==> config.mk <==
export PLATFORM = sky130hd
export DESIGN_NAME = game_sequencer
export DESIGN_NICKNAME = d
export VERILOG_FILES = /design/src/rtl/game_pkg.sv /design/src/rtl/game_sequencer_btn_edge.sv /design/src/rtl/game_sequencer.sv
export SDC_FILE = /design/constraint.sdc
export NUM_CORES = 1
export LEC_CHECK = 0
export CORE_UTILIZATION = 50
export CTS_CLUSTER_SIZE = 25
export DETAILED_ROUTE_END_ITERATION = 12
export PLACE_DENSITY = 0.73
export SLEW_MARGIN = 30
export SYNTH_ARGS = -nofsm -noshare
export SYNTH_HDL_FRONTEND = slang
export SYNTH_SLANG_ARGS = --single-unit
==> constraint.sdc <==
create_clock -name clk -period 3.8 [get_ports clk]
set_clock_uncertainty 0.15 [all_clocks]
set_input_delay 0.76 -clock clk [delete_from_list [all_inputs] [get_ports clk]]
set_output_delay 0.76 -clock clk [all_outputs]
set_load 0.03 [all_outputs]
==> src/rtl/game_pkg.sv <==
// game_pkg: shared state encoding, screen constants and coordinate type
// for the game sequencer slice.
package game_pkg;

    typedef enum logic [1:0] {
        ST_IDLE = 2'd0,
        ST_RUN  = 2'd1,
        ST_HIT  = 2'd2,
        ST_OVER = 2'd3
    } state_t;

    localparam int unsigned SCREEN_W = 640;
    localparam int unsigned SCREEN_H = 480;
    localparam int unsigned OBJ_SIZE = 40;

    typedef logic [11:0] coord_t;

endpackage

==> src/rtl/game_sequencer_btn_edge.sv <==
// btn_edge: registered rising-edge detector for a debounced button level.
// The pulse is one cycle wide and appears the cycle after the first high
// sample of the button.
module btn_edge (
    input  logic clk,
    input  logic rst,
    input  logic btn,
    output logic rise
);

    logic prev_q;
    logic rise_q;
    logic rise_d;

    // Edge condition: high now, low on the previous sample.
    always_comb begin
        rise_d = btn & ~prev_q;
    end

    // Sample history and register the pulse.
    always_ff @(posedge clk) begin
        if (rst) begin
            prev_q <= 1'b0;
            rise_q <= 1'b0;
        end else begin
            prev_q <= btn;
            rise_q <= rise_d;
        end
    end

    assign rise = rise_q;

endmodule

==> src/rtl/game_sequencer.sv <==
// game_sequencer: frame-rate game controller (FSM, background scroll,
// jump physics, score/lives bookkeeping).
// Optional macro SEQ_HIT_BLINK_EN: blink the object during HIT instead of
// hiding it for the whole HIT period.
module game_sequencer
    import game_pkg::*;
#(
    parameter int unsigned SCROLL_STEP = 2,
    parameter int unsigned OBJ_X       = 100,
    parameter int unsigned GROUND_Y    = 400,
    parameter int unsigned JUMP_V0     = 12,
    parameter int unsigned GRAVITY     = 1,
    parameter int unsigned LIVES       = 3,
    parameter int unsigned HIT_FRAMES  = 30
) (
    input  logic        clk,
    input  logic        rst,
    input  logic        frame_tick,
    input  logic        start_btn,
    input  logic        jump_btn,
    input  logic        collide,
    output logic [11:0] x_begin,
    output logic [11:0] obj_x_begin,
    output logic [11:0] obj_y_begin,
    output logic        end_show,
    output logic [3:0]  score,
    output logic [1:0]  lives,
    output logic [1:0]  state
);

    localparam coord_t            OBJ_X_C  = coord_t'(OBJ_X);
    localparam coord_t            GROUND_C = coord_t'(GROUND_Y);
    localparam logic signed [7:0] V0_C     = 8'(JUMP_V0);
    localparam logic signed [7:0] GRAV_C   = 8'(GRAVITY);
    localparam logic [1:0]        LIVES_C  = 2'(LIVES);
    localparam logic [7:0]        HIT_C    = 8'(HIT_FRAMES);
    localparam logic [12:0]       STEP_C   = 13'(SCROLL_STEP);
    localparam logic [12:0]       WIDTH_C  = 13'(SCREEN_W);

    state_t            state_q, state_d;
    coord_t            x_q, x_d;
    coord_t            y_q, y_d;
    logic signed [7:0] vel_q, vel_d;
    logic              airborne_q, airborne_d;
    logic              jump_req_q, jump_req_d;
    logic              collide_seen_q, collide_seen_d;
    logic [7:0]        hit_cnt_q, hit_cnt_d;
    logic [3:0]        score_q, score_d;
    logic [1:0]        lives_q, lives_d;
    logic              end_show_q, end_show_d;
`ifdef SEQ_HIT_BLINK_EN
    logic [1:0]        blink_cnt_q, blink_cnt_d;
`endif

    logic              start_rise;
    logic              jump_rise;
    logic              hit_now;
    logic signed [7:0] vel_eff;
    logic              air_eff;
    logic signed [12:0] y_new;
    logic [12:0]       x_sum;

    btn_edge u_start_edge (
        .clk  (clk),
        .rst  (rst),
        .btn  (start_btn),
        .rise (start_rise)
    );

    btn_edge u_jump_edge (
        .clk  (clk),
        .rst  (rst),
        .btn  (jump_btn),
        .rise (jump_rise)
    );

    // A collide on the tick cycle itself still belongs to the ending frame.
    assign hit_now = collide_seen_q | collide;

    // State and datapath registers; rst overrides everything.
    always_ff @(posedge clk) begin
        if (rst) begin
            state_q        <= ST_IDLE;
            x_q            <= '0;
            y_q            <= GROUND_C;
            vel_q          <= '0;
            airborne_q     <= 1'b0;
            jump_req_q     <= 1'b0;
            collide_seen_q <= 1'b0;
            hit_cnt_q      <= '0;
            score_q        <= '0;
            lives_q        <= LIVES_C;
            end_show_q     <= 1'b1;
`ifdef SEQ_HIT_BLINK_EN
            blink_cnt_q    <= '0;
`endif
        end else begin
            state_q        <= state_d;
            x_q            <= x_d;
            y_q            <= y_d;
            vel_q          <= vel_d;
            airborne_q     <= airborne_d;
            jump_req_q     <= jump_req_d;
            collide_seen_q <= collide_seen_d;
            hit_cnt_q      <= hit_cnt_d;
            score_q        <= score_d;
            lives_q        <= lives_d;
            end_show_q     <= end_show_d;
`ifdef SEQ_HIT_BLINK_EN
            blink_cnt_q    <= blink_cnt_d;
`endif
        end
    end

    // Next-state logic of the game FSM.
    always_comb begin
        state_d = state_q;
        unique case (state_q)
            ST_IDLE, ST_OVER: if (start_rise) state_d = ST_RUN;
            ST_RUN:  if (frame_tick && hit_now)
                         state_d = (lives_q == 2'd1) ? ST_OVER : ST_HIT;
            ST_HIT:  if (frame_tick && hit_cnt_q == 8'd1) state_d = ST_RUN;
            default: state_d = state_q;
        endcase
    end

    // Per-frame scroll, physics and score/lives bookkeeping.
    always_comb begin
        x_d            = x_q;
        y_d            = y_q;
        vel_d          = vel_q;
        airborne_d     = airborne_q;
        jump_req_d     = jump_req_q;
        collide_seen_d = collide_seen_q;
        hit_cnt_d      = hit_cnt_q;
        score_d        = score_q;
        lives_d        = lives_q;

        // A pending jump launches on the same tick it is consumed.
        vel_eff = jump_req_q ? V0_C : vel_q;
        air_eff = jump_req_q | airborne_q;
        y_new   = $signed({1'b0, y_q}) - 13'(vel_eff);
        x_sum   = {1'b0, x_q} + STEP_C;

        unique case (state_q)
            ST_IDLE, ST_OVER: begin
                collide_seen_d = 1'b0;
                if (start_rise) begin
                    x_d        = '0;
                    y_d        = GROUND_C;
                    vel_d      = '0;
                    airborne_d = 1'b0;
                    jump_req_d = 1'b0;
                    hit_cnt_d  = '0;
                    score_d    = '0;
                    lives_d    = LIVES_C;
                end
            end
            ST_RUN: begin
                if (frame_tick) begin
                    collide_seen_d = 1'b0;
                    if (hit_now) begin
                        lives_d   = lives_q - 2'd1;
                        hit_cnt_d = HIT_C;
                    end else begin
                        if (x_sum >= WIDTH_C) begin
                            x_d = coord_t'(x_sum - WIDTH_C);
                            if (score_q != 4'hF) score_d = score_q + 4'd1;
                        end else begin
                            x_d = coord_t'(x_sum);
                        end
                        jump_req_d = jump_rise & ~air_eff;
                        if (air_eff) begin
                            if (y_new >= $signed({1'b0, GROUND_C})) begin
                                y_d        = GROUND_C;
                                vel_d      = '0;
                                airborne_d = 1'b0;
                            end else begin
                                y_d        = coord_t'(y_new);
                                vel_d      = vel_eff - GRAV_C;
                                airborne_d = 1'b1;
                            end
                        end
                    end
                end else begin
                    collide_seen_d = collide_seen_q | collide;
                    if (jump_rise && !airborne_q) jump_req_d = 1'b1;
                end
            end
            ST_HIT: begin
                collide_seen_d = 1'b0;
                if (frame_tick) begin
                    if (hit_cnt_q == 8'd1) begin
                        hit_cnt_d  = '0;
                        y_d        = GROUND_C;
                        vel_d      = '0;
                        airborne_d = 1'b0;
                        jump_req_d = 1'b0;
                    end else begin
                        hit_cnt_d = hit_cnt_q - 8'd1;
                    end
                end
            end
            default: ;
        endcase
    end

    // Registered visibility output, derived from the state being entered.
    always_comb begin
        end_show_d = 1'b1;
`ifdef SEQ_HIT_BLINK_EN
        blink_cnt_d = blink_cnt_q;
        if (state_d == ST_RUN) begin
            end_show_d = 1'b0;
        end else if (state_d == ST_HIT) begin
            if (state_q != ST_HIT) begin
                end_show_d  = 1'b1;
                blink_cnt_d = '0;
            end else if (frame_tick) begin
                blink_cnt_d = blink_cnt_q + 2'd1;
                end_show_d  = (blink_cnt_q == 2'd3) ? ~end_show_q : end_show_q;
            end else begin
                end_show_d = end_show_q;
            end
        end
`else
        if (state_d == ST_RUN) end_show_d = 1'b0;
`endif
    end

    assign x_begin     = x_q;
    assign obj_x_begin = OBJ_X_C;
    assign obj_y_begin = y_q;
    assign end_show    = end_show_q;
    assign score       = score_q;
    assign lives       = lives_q;
    assign state       = state_q;

endmodule

==> out/metrics.csv, run 1 <==
metric;value;unit
regToRegSetupSlack;0.26;ns
chipHeight;90.8;um
area_growth;13.5;%
power.density;400;nW/um2
ys_seq_elements;55;
ant_nets;0;
grt_pass1_vias;3433;
antenna_cells;0;
die_area;8240;um2
cts_setup_buffers;0;
numPortBuffers;37;
wl_per_cell;14.8;um
placementRows;32;
rsz0062_at_grt;false;
min_to;u_start_edge.rise;
hp-class;flop to flop;
vias_per_cell;5.95;
grt_max_degree;19;
fin_setup_tns;0;ns
critPathLaunchType;flop;
fin_area;4470;um2
end_kind;flop;
switchingPower;692;uW
fin_nets;567;
period_needed;3.54;ns
worstMarginPinSlew;0.807;ns
fin_cells;639;
htreeDepth;2;
cts_tree;built;
synth.distinct_cells;75;
initial_core_util;0.513;
reg2reg_from;vel_q[0];
relSlewSlack;0.460;
clkLatencyLatePin;0.31;ns
maxCapViolCount;0;
syn_avg_cell_area;7.77;um2
dp_hpwl;7090;um
drv_slew;0;
synthArstFlopShare;0;
drc;0;
status;completed;
setup_viol;0;
synth-edff-count;0;
drive_gt1_frac;0.0745;
seq_area_frac_synth;0.279;
drtIter0Drc;231;
syn_inst;507;
cts_num_sinks;55;
gp_congestion;0.860;
antenna_found_initial;0;
grt_usage;0.232;
dr.pass1.iters;4;
ys_warn_count;0;
criticalPathCategory;flop to flop;
vdd_drop_max;0.000233;V
top_level_ports;51;
cts_buffers;5;
die_w;90.8;um
root_buffer;clkbuf_8;
swShare;0.387;
min_from;u_start_edge.prev_q;
wirelength;9460;um
p_comb_frac;0.405;
hold_violations;0;
p_seq_frac;0.362;
core_area;7690;um2
cp_data_arrival_time;3.61;ns
r2r_end;vel_q[3];
grt_pass1_wl;15900;um
place_area;4340;um2
min_path_cells;1;
clockPowerShare;0.233;
dp_cells;631;
grt_remaining_overflow;0;
max_freq;282;MHz
finalCritPeriodShare;0.933;
required;3.87;ns
power_leakage;0.00163;uW
dominantRegCellSynth;dfxtp_1;
path_max_fanout;7;
synthesis.area;3940;um2
p_int;1100;uW
cts.path.max_buffers;2;
vias;3804;
ff2ff_path_depth;13;
path_clk_slew;0.10;ns
-- registers in the layout (all words and copies together), names as in the netlist, 2 cells and up --
signal       count
hit_cnt_q        8
lives            2
obj_y_begin     12
score            4
state            2
vel_q            8
x_begin         11
-- cells by family (layout without fill, tap and decap cells) --
group / count (synthesis) / count (layout) / share of synthesized area
xor+xnor: 11 / 11 / 0.0245
mux: 8 / 8 / 0.0213
fa+ha+maj: 25 / 25 / 0.0813
flops: 55 / 55 / 0.279
other cells: 2 / 13 / 0.00191
compound gates: 153 / 153 / 0.266
buf+inv: 53 / 72 / 0.0686
simple gates: 200 / 200 / 0.257
-- power groups by stage --
stage | Sequential [uW] | Clock, uW | Combinational (uW)
3_5_place_dp | 660 | 0 | 714
4_1_cts | 647 | 428 | 718
5_1_grt | 653 | 446 | 798
3_3_place_gp | 658 | 0 | 701
2_1_floorplan | 683 | 0 | 522
6_report | 647 | 417 | 723
-- cells in the mapped netlist (3+ instances only) --
cell	count	share of area
a211oi_1	6	0.011
a21o_1	5	0.0095
a21oi_1	36	0.046
a22oi_1	3	0.0057
a311oi_1	3	0.0067
a31oi_1	10	0.016
a32o_1	5	0.013
and3_1	5	0.0079
buf_2	3	0.0038
buf_4	16	0.030
clkbuf_1	15	0.014
dfxtp_1	55	0.28
ha_1	24	0.076
inv_1	18	0.017
mux2_2	3	0.0086
mux2i_1	5	0.013
nand2_1	56	0.053
nand2b_1	9	0.014
nand3_1	19	0.024
nand4_1	4	0.0064
nor2_1	44	0.042
nor2b_1	9	0.014
nor3_1	19	0.024
nor4_1	3	0.0048
o211ai_1	3	0.0057
o21a_1	4	0.0076
o21ai_0	29	0.037
o21ai_1	8	0.010
o22a_1	3	0.0067
o22ai_1	3	0.0048
o31ai_1	3	0.0057
o41a_1	3	0.0086
or2_2	3	0.0048
or3_1	7	0.011
or4_1	3	0.0057
xnor2_1	8	0.018
xor2_1	3	0.0067
-- layout make-up --
class | instances | area, um2
timing repair buffer | 46 | 438
fill | 726 | 3210
inverter | 18 | 67.6
sequential | 55 | 1100
tap | 102 | 128
multi-input combinational | 410 | 2620
clock buffer | 6 | 82.6
clock inverter | 2 | 38.8
-- through the flow --
| step | setup WS (ns) | hold slack (ns) | total power, uW | util |
|---|---|---|---|---|
| 2_1_floorplan | 0.270 | 0.217 | 1200 | - |
| 3_3_place_gp | 0.437 | 0.224 | 1360 | 0.565 |
| 3_5_place_dp | 0.335 | 0.234 | 1370 | 0.565 |
| 4_1_cts | 0.315 | 0.250 | 1790 | 0.581 |
| 5_1_grt | 0.0447 | 0.266 | 1900 | 0.582 |
| 6_report | 0.256 | 0.242 | 1790 | 0.582 |
-- worst max-delay path: stages, from the launching register on --
cell and delay (ns):
dfxtp_1 0.35, nor2b_1 0.22, ha_1 0.21, inv_1 0.06, fa_1 0.41, o21a_1 0.22, a21oi_2 0.27, mux2i_1 0.22
o2111ai_1 0.12, o311a_1 0.38, nor4_4 0.35, buf_4 0.21, o21ai_1 0.06, a221oi_1 0.23
-- per-layer routing --
layer,vias up,track usage,wire length [um]
li1,1898,-,-
met1,1799,0.301,4380
met2,94,0.402,4580
met3,13,0.0278,368
met4,0,0.0675,140
met5,-,0,0
-- how the worst max path moves through the flow --
stage | endpoint | cells past startpoint | from | slack, ns
floorplan | obj_y_begin[7] | 14 | jump_req_q | 0.27
global placement | vel_q[3] | 13 | vel_q[0] | 0.44
detailed placement | vel_q[3] | 13 | vel_q[0] | 0.33
CTS | vel_q[3] | 13 | vel_q[0] | 0.32
global route | vel_q[3] | 13 | vel_q[0] | 0.04
finish | vel_q[3] | 13 | vel_q[0] | 0.26
-- cell usage in the layout, fill, tap and decap left out, types with 4 or more instances in the layout --
cell / Yosys / routed
nor3_1: 19 / 19
nand2b_1: 9 / 9
clkdlybuf4s50_1: 0 / 37
a21oi_1: 36 / 36
inv_1: 18 / 18
nand4_1: 4 / 4
nor2b_1: 9 / 9
o21ai_0: 29 / 29
a21o_1: 5 / 5
o21ai_1: 8 / 8
conb_1: 2 / 13
or3_1: 7 / 7
clkbuf_8: 0 / 6
dfxtp_1: 55 / 55
buf_4: 16 / 9
mux2i_1: 5 / 5
a211oi_1: 6 / 6
nor2_1: 44 / 44
a32o_1: 5 / 5
a31oi_1: 10 / 10
nand3_1: 19 / 19
and3_1: 5 / 5
ha_1: 24 / 24
nand2_1: 56 / 56
xnor2_1: 8 / 8
o21a_1: 4 / 4
-- timing repair --
action                     4_1_cts  5_1_grt
gates resized for setup          0        1
hold buffers                     0        0
setup endpoints to repair        0        1
No activity file was read; power rests on OpenSTA's default activity.
==> run 2: changes to the inputs <==
--- a/config.mk
+++ b/config.mk
@@ -6,7 +6,7 @@
 export NUM_CORES = 1
 export LEC_CHECK = 0
 export CORE_UTILIZATION = 50
-export CTS_CLUSTER_SIZE = 25
+export CTS_CLUSTER_SIZE = 40
 export DETAILED_ROUTE_END_ITERATION = 12
 export PLACE_DENSITY = 0.73
 export SLEW_MARGIN = 30
==> results of run 2 <==
Final layout, timing and power as in run 1 (identical DEF).
==> run 3: changes to the inputs <==
--- a/config.mk
+++ b/config.mk
@@ -8,7 +8,7 @@
 export CORE_UTILIZATION = 50
 export CTS_CLUSTER_SIZE = 40
 export DETAILED_ROUTE_END_ITERATION = 12
-export PLACE_DENSITY = 0.73
+export DONT_BUFFER_PORTS = 1
 export SLEW_MARGIN = 30
 export SYNTH_ARGS = -nofsm -noshare
 export SYNTH_HDL_FRONTEND = slang
==> run 3 against run 2 <==
Compared with the run above: maximum frequency shrank 0.39%; global-route usage grew 0.62 points; critical path depth shrank 1; cell count shrank 5.5%; cell area shrank 8.7%; routed wire length grew 1.6%; clock-buffer cell count shrank 1; utilization shrank 5.1 points; critical path type unchanged; critical endpoint is now obj_y_begin[0].
==> out/metrics.csv, run 3 (synthesis results as in run 1) <==
metric;value;unit
status;completed;
clkLatencyLatePin;0.31;ns
die_area;8240;um2
grt_remaining_overflow;0;
area_growth;3.62;%
criticalPathCategory;flop to flop;
ant_nets;0;
path_max_fanout;11;
core_area;7690;um2
cts_setup_buffers;0;
layout_commonest_cell;nand2_1;
grt_usage;0.238;
chipHeight;90.8;um
period_needed;3.56;ns
htreeDepth;2;
max_freq;281;MHz
initial_core_util;0.513;
wirelength;9620;um
antenna_cells;0;
grt_pass1_vias;3274;
fin_nets;534;
fin_cells;604;
power.density;408;nW/um2
grt_pass1_wl;16200;um
setup_viol;0;
cts_num_sinks;55;
largest_register_ffs;12;
hold_violations;0;
die_w;90.8;um
fin_setup_tns;0;ns
cts_buffers;5;
drtIter0Drc;214;
grt_max_degree;38;
vias;3638;
antenna_found_initial;0;
end_kind;flop;
rsz0062_at_grt;false;
maxCapViolCount;0;
dp_cells;598;
wl_per_cell;15.9;um
cts.path.max_buffers;2;
mostFrequentLayoutCells;nand2_1, dfxtp_1, nor2_1;
critPathLaunchType;flop;
hp-class;flop to flop;
placementRows;32;
dr.pass1.iters;5;
drive_gt1_frac;0.0857;
top_level_ports;51;
ctsResizeCount;0;
regToRegSetupSlack;0.24;ns
hold_buffers;0;
required;3.83;ns
dp_hpwl;7130;um
vias_per_cell;6.02;
worstMarginPinSlew;0.691;ns
power_leakage;0.00149;uW
numPortBuffers;0;
relSlewSlack;0.538;
cp_data_arrival_time;3.59;ns
drv_slew;0;
path_clk_slew;0.10;ns
nFillCells;777;
cts_tree;built;
vdd_drop_max;0.000220;V
gp_congestion;0.821;
finalCritPeriodShare;0.936;
root_buffer;clkbuf_8;
drc;0;
==> run 3: where the power goes <==
part | internal (uW) | switching, uW
Sequential | 611 | 58.8
Combinational | 250 | 430
Clock | 123 | 194
==> run 3: stage by stage <==
step / utilization / hold WS (ns) / total power [uW] / instance area [um2] / setup WS [ns]
2_1_floorplan: - / 0.217 / 1200 / 3980 / 0.270
3_3_place_gp: 0.521 / 0.224 / 1350 / 4000 / 0.342
3_5_place_dp: 0.521 / 0.225 / 1350 / 4000 / 0.240
4_1_cts: 0.531 / 0.240 / 1670 / 4080 / 0.206
5_1_grt: 0.531 / 0.247 / 1780 / 4080 / 0.0309
6_report: 0.531 / 0.237 / 1670 / 4080 / 0.242
==> run 3: critical path, stage by stage, from the launching register on <==
cell and delay, ns:
dfxtp_1 0.36, nor2b_2 0.20, ha_1 0.21, inv_1 0.06, fa_1 0.42, o21a_1 0.22, a21oi_2 0.26, o21ai_0 0.19
a211oi_1 0.36, o311a_1 0.29, nor4_4 0.07, o21ai_2 0.48, o22ai_1 0.16
==> run 3: final cells by class <==
type / instances / area, um2 / area share
Multi-Input combinational cell: 410 / 2610 / 0.640
Clock inverter: 1 / 7.51 / 0.00184
Sequential cell: 55 / 1100 / 0.270
Timing Repair Buffer: 13 / 97.6 / 0.0239
Tap cell: 102 / 128 / 0.0313
Clock buffer: 5 / 68.8 / 0.0169
Inverter: 18 / 67.6 / 0.0165
==> run 3: layer usage <==
layer  up-vias  global-route usage  part of all wire
met5         -                   0                 0
met4         0              0.0384            0.0079
met3         8              0.0480             0.061
met2       101               0.364              0.43
met1      1705               0.348              0.50
li1       1824                   -                 -
==> run 3: path summary, 6_finish.rpt <==
path                            start                 to  depth (start not counted)
setup / recovery             vel_q[0]     obj_y_begin[0]                         12
hold / removal    u_start_edge.prev_q  u_start_edge.rise                          1
setup reg to reg             vel_q[0]     obj_y_begin[0]                         12
hold reg to reg   u_start_edge.prev_q  u_start_edge.rise                          1
